===== config.mk =====
export PLATFORM = sky130hd
export DESIGN_NAME = jtag_master_sched
export DESIGN_NICKNAME = d
export VERILOG_FILES = /design/src/rtl/jtag_master_sched.sv
export SDC_FILE = /design/constraint.sdc
export NUM_CORES = 1
export LEC_CHECK = 0
export ABC_CLOCK_PERIOD_IN_PS = 2200
export BUFFER_PORTS_ARGS = -buffer_cell sky130_fd_sc_hd__buf_4
export CORE_MARGIN = 8
export CORE_UTILIZATION = 26
export CTS_CLUSTER_DIAMETER = 100
export DETAILED_ROUTE_END_ITERATION = 8
export RECOVER_POWER = 50
export SLEW_MARGIN = 20
export SYNTH_ARGS = -nofsm -noshare
export SYNTH_HDL_FRONTEND = slang
export SYNTH_SLANG_ARGS = --single-unit

===== constraint.sdc =====
create_clock -name clk -period 2.2 [get_ports clk]
set_input_delay 0 -clock clk [delete_from_list [all_inputs] [get_ports clk]]
set_output_delay 0 -clock clk [all_outputs]
set_load 0.02 [all_outputs]

===== src/rtl/jtag_master_sched.sv =====
`default_nettype none
// ============================================================================
// Module   : jtag_master_sched
// Purpose  : Two-port JTAG command scheduler driving registered TCK/TMS/TDI
//            and capturing TDO. Optional macro JTAG_SCHED_ROUND_ROBIN_EN
//            selects round-robin arbitration instead of fixed priority.
// Revision : 1.0 - initial release
// ============================================================================
module jtag_master_sched #(
    parameter int TCK_HALF_DIV = 4
) (
    input  logic             clk,
    input  logic             rst,
    input  logic             enable,
    input  logic [1:0]       req_valid,
    output logic [1:0]       req_ready,
    input  logic [1:0][2:0]  req_cmd,
    input  logic [1:0][5:0]  req_nbits,
    input  logic [1:0][31:0] req_data,
    output logic             rsp_valid,
    input  logic             rsp_ready,
    output logic             rsp_id,
    output logic [31:0]      rsp_data,
    output logic             rsp_err,
    output logic             tck,
    output logic             tms,
    output logic             tdi,
    input  logic             tdo
);

    localparam logic [1:0] c_IDLE     = 2'd0;
    localparam logic [1:0] c_SHIFT_LO = 2'd1;
    localparam logic [1:0] c_SHIFT_HI = 2'd2;
    localparam logic [1:0] c_RESP     = 2'd3;

    localparam logic [2:0] c_CMD_RESET = 3'd0;
    localparam logic [2:0] c_CMD_TMS   = 3'd1;
    localparam logic [2:0] c_CMD_SCAN  = 3'd2;
    localparam logic [2:0] c_CMD_FLIP  = 3'd3;

    localparam logic [7:0] c_HALF_LAST = 8'(TCK_HALF_DIV - 1);

    logic [1:0]  state_q, state_d;
    logic [7:0]  half_cnt_q, half_cnt_d;
    logic [5:0]  bit_cnt_q, bit_cnt_d;
    logic [5:0]  last_bit_q, last_bit_d;
    logic [2:0]  cmd_q, cmd_d;
    logic [31:0] data_q, data_d;
    logic        id_q, id_d;
    logic [31:0] rsp_data_q, rsp_data_d;
    logic        err_q, err_d;
    logic        tck_q, tck_d;
    logic        tms_q, tms_d;
    logic        tdi_q, tdi_d;

    logic        w_grant;
    logic        w_grant_id;
    logic [2:0]  w_cmd;
    logic [5:0]  w_nbits;
    logic [31:0] w_data;
    logic        w_legal;
    logic [5:0]  w_last;

    // Returns {tms, tdi} for bit idx of a command.
    function automatic logic [1:0] pin_bits(input logic [2:0] cmd, input logic [31:0] data,
                                            input logic [5:0] idx, input logic [5:0] last);
        logic [1:0] r;
        r = 2'b00;
        case (cmd)
            c_CMD_RESET: r[1] = (idx < 6'd5);
            c_CMD_TMS:   r[1] = data[idx[4:0]];
            c_CMD_SCAN:  r[0] = data[idx[4:0]];
            c_CMD_FLIP: begin
                r[1] = (idx == last);
                r[0] = data[idx[4:0]];
            end
            default:     r = 2'b00;
        endcase
        return r;
    endfunction

`ifdef JTAG_SCHED_ROUND_ROBIN_EN
    logic ptr_q, ptr_d;

    always_comb begin
        if (&req_valid) w_grant_id = ptr_q;
        else            w_grant_id = ~req_valid[0];
    end

    always_comb begin
        ptr_d = ptr_q;
        if (w_grant) ptr_d = ~w_grant_id;
    end

    always_ff @(posedge clk) begin
        if (rst) ptr_q <= 1'b0;
        else     ptr_q <= ptr_d;
    end
`else
    assign w_grant_id = ~req_valid[0];
`endif

    assign w_grant = (state_q == c_IDLE) & enable & (|req_valid) & ~rst;
    assign w_cmd   = req_cmd[w_grant_id];
    assign w_nbits = req_nbits[w_grant_id];
    assign w_data  = req_data[w_grant_id];
    assign w_legal = (w_cmd == c_CMD_RESET) |
                     ((w_cmd <= c_CMD_FLIP) & (w_nbits != 6'd0) & (w_nbits <= 6'd32));
    assign w_last  = (w_cmd == c_CMD_RESET) ? 6'd5 : (w_nbits - 6'd1);

    always_ff @(posedge clk) begin
        if (rst) begin
            state_q    <= c_IDLE;
            half_cnt_q <= '0;
            bit_cnt_q  <= '0;
            last_bit_q <= '0;
            cmd_q      <= '0;
            data_q     <= '0;
            id_q       <= 1'b0;
            rsp_data_q <= '0;
            err_q      <= 1'b0;
            tck_q      <= 1'b0;
            tms_q      <= 1'b0;
            tdi_q      <= 1'b0;
        end else begin
            state_q    <= state_d;
            half_cnt_q <= half_cnt_d;
            bit_cnt_q  <= bit_cnt_d;
            last_bit_q <= last_bit_d;
            cmd_q      <= cmd_d;
            data_q     <= data_d;
            id_q       <= id_d;
            rsp_data_q <= rsp_data_d;
            err_q      <= err_d;
            tck_q      <= tck_d;
            tms_q      <= tms_d;
            tdi_q      <= tdi_d;
        end
    end

    always_comb begin
        state_d    = state_q;
        half_cnt_d = half_cnt_q;
        bit_cnt_d  = bit_cnt_q;
        last_bit_d = last_bit_q;
        cmd_d      = cmd_q;
        data_d     = data_q;
        id_d       = id_q;
        rsp_data_d = rsp_data_q;
        err_d      = err_q;
        tck_d      = tck_q;
        tms_d      = tms_q;
        tdi_d      = tdi_q;
        case (state_q)
            c_IDLE: begin
                if (w_grant) begin
                    id_d       = w_grant_id;
                    cmd_d      = w_cmd;
                    data_d     = w_data;
                    last_bit_d = w_last;
                    rsp_data_d = '0;
                    half_cnt_d = '0;
                    bit_cnt_d  = '0;
                    err_d      = ~w_legal;
                    if (w_legal) begin
                        state_d        = c_SHIFT_LO;
                        {tms_d, tdi_d} = pin_bits(w_cmd, w_data, 6'd0, w_last);
                    end else begin
                        state_d = c_RESP;
                    end
                end
            end
            c_SHIFT_LO: begin
                if (half_cnt_q == c_HALF_LAST) begin
                    state_d    = c_SHIFT_HI;
                    half_cnt_d = '0;
                    tck_d      = 1'b1;
                    // Only scan commands report TDO; the others return zero.
                    if (cmd_q[1]) rsp_data_d[bit_cnt_q[4:0]] = tdo;
                end else begin
                    half_cnt_d = half_cnt_q + 8'd1;
                end
            end
            c_SHIFT_HI: begin
                if (half_cnt_q == c_HALF_LAST) begin
                    half_cnt_d = '0;
                    tck_d      = 1'b0;
                    if (bit_cnt_q == last_bit_q) begin
                        state_d = c_RESP;
                        tms_d   = 1'b0;
                        tdi_d   = 1'b0;
                    end else begin
                        state_d        = c_SHIFT_LO;
                        bit_cnt_d      = bit_cnt_q + 6'd1;
                        {tms_d, tdi_d} = pin_bits(cmd_q, data_q, bit_cnt_q + 6'd1, last_bit_q);
                    end
                end else begin
                    half_cnt_d = half_cnt_q + 8'd1;
                end
            end
            default: begin
                if (rsp_ready) state_d = c_IDLE;
            end
        endcase
    end

    always_comb begin
        req_ready = 2'b00;
        if (w_grant) req_ready = w_grant_id ? 2'b10 : 2'b01;
        rsp_valid = (state_q == c_RESP);
        rsp_id    = id_q;
        rsp_data  = rsp_data_q;
        rsp_err   = err_q;
        tck       = tck_q;
        tms       = tms_q;
        tdi       = tdi_q;
    end

endmodule
`default_nettype wire


Word level (Yosys, flattened, before mapping)
Cells that the tools add are included.

storage, ports and cells
  flip-flop bits (word level) = 94
  latch bits = 0
  memory bits (writable) = 0
  ROM bits = 0
  output and inout bits = 40
  word-level logic and storage cells = 120
  memories = 0

operators by class
  $add $sub $neg = 3
  $mul = 0
  div/mod/pow operators = 0
  order comparisons = 7
  equality and inequality tests = 18
  shift-type cells = 0
  multiplexer cells = 49
  bitwise operators = 9
  reduce and logical (&&, ||, !) cells = 22

operator list
  cell                                                  number
  two-way mux 32 bit                                    5
  one-hot mux 32 bit (2 select lines)                   1
  two-way mux 6 bit                                     6
  bitwise mux 32 bit                                    1
  two-way mux 2 bit                                     8
  two-way mux 8 bit                                     2
  one-hot mux 8 bit (2 select lines)                    1
  AND reduction 4 bit                                   4
  two-way mux 1 bit                                     14
  equality test 3 x 2 -> 1 bit (second input constant)  4
  equality test 6 bit                                   2
  < comparator 5 x 6 -> 1 bit (second input constant)   2
  != test 2 bit (second input constant)                 6
  one-hot mux 6 bit (2 select lines)                    1
  adder 8 x 1 -> 8 bit (second input constant)          1
  equality test 8 x 2 -> 1 bit (second input constant)  1
  nonzero test 2 bit                                    4
  OR reduction 2 bit                                    4
  adder 6 x 1 -> 6 bit (second input constant)          1
  equality test 3 x 1 -> 1 bit (second input constant)  2
  <= comparator 6 bit (second input constant)           1
  zero test 3 bit                                       2
  zero test 6 bit                                       1
  < comparator 6 x 3 -> 1 bit (second input constant)   1
  other kinds (21)                                      33

Logic depth before layout (Yosys ltp)
  depth after elaboration = 10
  depth in mapped cells = 10

Least setup slack after synthesis
Ideal clock, no wire load.

  kind = reg-to-reg
  start point = register bit_cnt_q[0]
  end point = register tdi_q, in the netlist tdi
  arrival = 2.247 ns
  required time = 2.114 ns
  setup slack = -0.133 ns
  cell stages (with the launch flop) = 11
  clock period less this slack = 2.333 ns
  cell sequence = dfxtp_1 inv_2 ha_1 buf_6 buf_8 mux2i_1 mux4_2 nand3b_1 and3_1 nand3_1 a221oi_2

on the way
  cells in the longest elaborated chain, start to end = 7
  elaborated cells between the ends (all ways) = 8
  classes of those cells = 1 x add/sub; 1 x eq/ne; 6 x mux

ends and longest elaborated chain
  element                                  RTL line  RTL
  start, declared                          45        logic [5:0] bit_cnt_q, bit_cnt_d;
  start signal, assigned                   128       bit_cnt_q <= bit_cnt_d;
  adder 6 x 1 -> 6 bit                     195       {tms_d, tdi_d} = pin_bits(cmd_q, data_q, bit_cnt_q + 6'd1, last_bit_q);
  binary-select mux 1 bit (select 5 bit)   72, 75
  two-way mux 1 bit (not written as such)  72, 75
  two-way mux 1 bit                        --
  two-way mux 1 bit *                      188       if (bit_cnt_q == last_bit_q) begin
  two-way mux 1 bit *                      185       if (half_cnt_q == c_HALF_LAST) begin
  one-hot mux 1 bit (2 select lines) *     154       case (state_q)
  end signal, assigned                     137       tdi_q <= tdi_d;
  end, declared                            54        logic tdi_q, tdi_d;

Mark *: on every way between the ends. The rest lies on a longest branch, timed or not. The select of a mux whose other input is x is not followed.
A chain may end at the register's enable or synchronous reset.

Worst setup path in the final report
  start point = register bit_cnt_q[0]
  end point = register tms_q, in the netlist tms

on the way
  cells in the longest elaborated chain, start to end = 7
  elaborated cells between the ends (all ways) = 10
  classes of those cells = 1 x add/sub; 1 x order compare; 2 x eq/ne; 6 x mux

ends and longest elaborated chain
  element                                  RTL line  RTL
  adder 6 x 1 -> 6 bit                     195
  binary-select mux 1 bit (select 5 bit)   71        c_CMD_TMS: r[1] = data[idx[4:0]];
  two-way mux 1 bit (not written as such)  71
  one-hot mux 1 bit (3 select lines)       69        case (cmd)
  two-way mux 1 bit *                      188
  two-way mux 1 bit *                      185
  one-hot mux 1 bit (2 select lines) *     154
  end signal, assigned                     136       tms_q <= tms_d;
  end, declared                            53        logic tms_q, tms_d;

Marked as above.

==> results_dict.tcl <==
set metrics [dict create \
    status "finished with violations" \
    violations "negative hold slack" \
    hpwl_um 12600 \
    synth.area.top_cells "dfxtp_1 (36%), a221oi_1 (5.2%), o21ai_0 (4.6%), a21oi_1 (4.5%), nor2_1 (4.4%)" \
    whs_path_depth 3 \
    hp-class "in2reg" \
    synthXorXnorAreaFrac_pct 3.32 \
    cp_max_fo 7 \
    cts-root-buf "clkbuf_16" \
    crit_slowest_cell "mux4_2" \
    io_buffers 128 \
    syn-instance-count 627 \
    hold_end "cmd_q[1]" \
    grt_pass1_wl_um 27700 \
    wirelength_um 17400 \
    fin_skew_ps 9.65 \
    end_kind "register" \
    drive_above_1_share_pct 21.3 \
    crit_required_ps 2450 \
    antenna_found_initial 0 \
    coreArea_um2 20000 \
    die-area_um2 25000 \
    yosysWarnings 0 \
    cts_buffer_depth 2 \
    pre_cts_ws_ps -26.5 \
    synth_compound_area_share_pct 24.2 \
    ys_seq_elements 94 \
    yosysMostFrequentCell "dfxtp_1" \
    ant_nets 0 \
    gp_congestion 0.822 \
    wire_per_inst_um 16.2 \
    clk_pin_slew_ps 60 \
    final.fill_count 2126 \
    power.density_nw_per_um2 743 \
    finalMaxSlewViolations 0 \
    path_buf_inv 2 \
    clk_latency_ps 350 \
    drt-pass1-iter-count 5 \
    fp.dieH_um 158 \
    cp-start-kind "register" \
    r2r.worst_path.cells 9 \
    synthAdderAreaFrac_pct 2.62 \
    async_reset_ff_share_pct 0 \
    ys_types 60 \
    netlist_area_um2 5240 \
    r2r_setup_slack_ps 90 \
    diodes 0 \
    fin_nets 897 \
    synth_edf_count 0 \
    synth_top_family_by_area "compound AO/OA/AOI/OAI gates" \
    grt_pass1_vias 5249 \
    routed_via_density 4.97 \
    cts_sinks 94 \
    crit_chain "inv_2 > ha_4 > clkbuf_16 > mux2i_1 > mux4_2 > nand3_1 > and3_4 > nand4b_1 > a311oi_1" \
    yosys.area.top_type "dfxtp_1" \
    postCtsSetupRepairBufs 0 \
    arrival_ps 2360 \
    fmax_mhz 475 \
    post-route-period-util_pct 95.8 \
    ios 129 \
    drt_iter0_drc 212 \
    synthTopCellsByCount "dfxtp_1 (94), nor2_1 (62), o21ai_0 (48)" \
    crit_type "reg2reg" \
    r2r_start "bit_cnt_q[0]" \
    worst_pin_slew_ps 970 \
    syn_avg_cell_area_um2 8.36 \
    cts-htree-levels 3 \
    grtUsageTotal_pct 13.9 \
    remaining_drc_errors 0 \
    vias 5332 \
    finalSetupViolCount 0 \
    synth_simple_gate_area_share_pct 21.6 \
    synthesis.nets 727 \
    hp-start "req_cmd[1]" \
    maxCapViolations 0 \
    rr_endpoint "tms" \
    leakagePower_nw 2.80 \
    crit_path_max_incr_delay_ps 460 \
    crit_family "multiplexers" \
    hold_violations 1 \
    fp-row-count 52 \
    synth_top_area_share_pct 35.9 \
    fin_hold_ws_ps -1.63 \
    start_util_pct 26.2 \
    grt-ovfl-total 0 \
    vdd_ir_drop_max_v 0.000490 \
    ys_seq_area_share_pct 35.9 \
    period_needed_ps 2110 \
    muxShareOfSynthArea_pct 6.80 \
    max_slew_margin_pct 35.3 \
    area_growth_pct 38.0 \
    die_w_um 158 \
    layout_setup_ws_ps 93.0 \
    grt_max_degree 88 \
    cts_made_buffers 9 \
    ys.flop_type "dfxtp_1" \
    cts_tree "yes" \
]
==> per-stage QoR <==
stage               instance area (um^2)  utilization, %  total power, mW  TNS [ps]  cells
finish                              7230            36.1             5.37         0   1072
global route                        7230            36.1             5.71     -6.02   1072
CTS                                 7340            36.6             5.47         0   1071
detailed placement                  6630            33.1             3.90     -52.7   1014
global placement                    6630            33.1             3.90         0   1014
floorplan                           5250               -             3.22         0    627
==> registers in the layout, summed over array words and instances, names as in the netlist, 2 cells and up <==
register / cells
half_cnt_q: 8
state_q: 2
last_bit_q: 6
data_q: 32
rsp_data: 32
bit_cnt_q: 6
cmd_q: 3
==> worst max path at each step <==
| stage | start | depth (start not counted) | endpoint |
|---|---|---|---|
| final | bit_cnt_q[0] | 9 | tms |
| after floorplan | bit_cnt_q[0] | 10 | tdi |
| after global placement | bit_cnt_q[0] | 8 | tdi |
| after detailed placement | bit_cnt_q[0] | 8 | tms |
| after global routing | bit_cnt_q[1] | 9 | tms |
| after CTS | bit_cnt_q[0] | 9 | tdi |
==> layout by cell type, fill, tap and decap left out, types with 12 or more instances in the layout <==
cell type	instances
buf_4	120
dfxtp_1	91
nor2_1	62
o21ai_0	48
a21oi_1	47
dlygate4sd3_1	41
nand2_1	40
clkbuf_1	39
and3_1	36
a221oi_1	31
a21boi_0	30
mux2i_1	23
nand3_1	19
nor3_1	15
inv_1	12
==> cell type report <==
type	instances	area, um^2	area share [%]
Inverter	15	56.3	0.778
Clock buffer	11	253	3.49
Multi-Input combinational cell	471	3110	43.0
Timing Repair Buffer	206	1560	21.5
Tap cell	270	338	4.67
Clock inverter	5	32.5	0.450
Sequential cell	94	1890	26.1
==> kinds of logic (layout without fill, tap and decap cells) <==
kind of cell,after synthesis,after routing
DFF,94,94
buffers and inverters,62,237
muxes,29,29
and+or+nand+nor,222,222
AOI/OAI and AO/OA,190,190
adders and majority gates,11,11
xor gates and xnor gates,19,19
==> power by group <==
| group | total [mW] | switching, mW | internal (mW) |
|---|---|---|---|
| sequential | 1.93 | 0.105 | 1.83 |
| clock | 1.50 | 0.673 | 0.827 |
| combinational | 1.94 | 1.11 | 0.830 |
==> worst register-to-register path, cell delays in order, from the launching register on <==
cell and delay (ps):
dfxtp_4 350, inv_2 50, ha_4 300, clkbuf_16 160, mux2i_1 70, mux4_2 460
nand3_1 90, and3_4 200, nand4b_1 90, a311oi_1 250
==> layer usage <==
metal,vias up,GRT usage (%),wire length [um]
met1,2517,17.9,7950
li1,2636,-,-
met2,167,22.3,7960
met5,-,0,0
met4,0,3.14,219
met3,12,4.15,1280
==> what timing repair did <==
action | in CTS | in global routing
hold endpoints to repair | 33 | 0
hold buffers | 41 | 0
gates cloned | 0 | 1
endpoints found under the setup margin | 2 | 36
pin swaps | 0 | 3
resized for setup | 1 | 13
No activity file was read; power rests on OpenSTA's default activity.
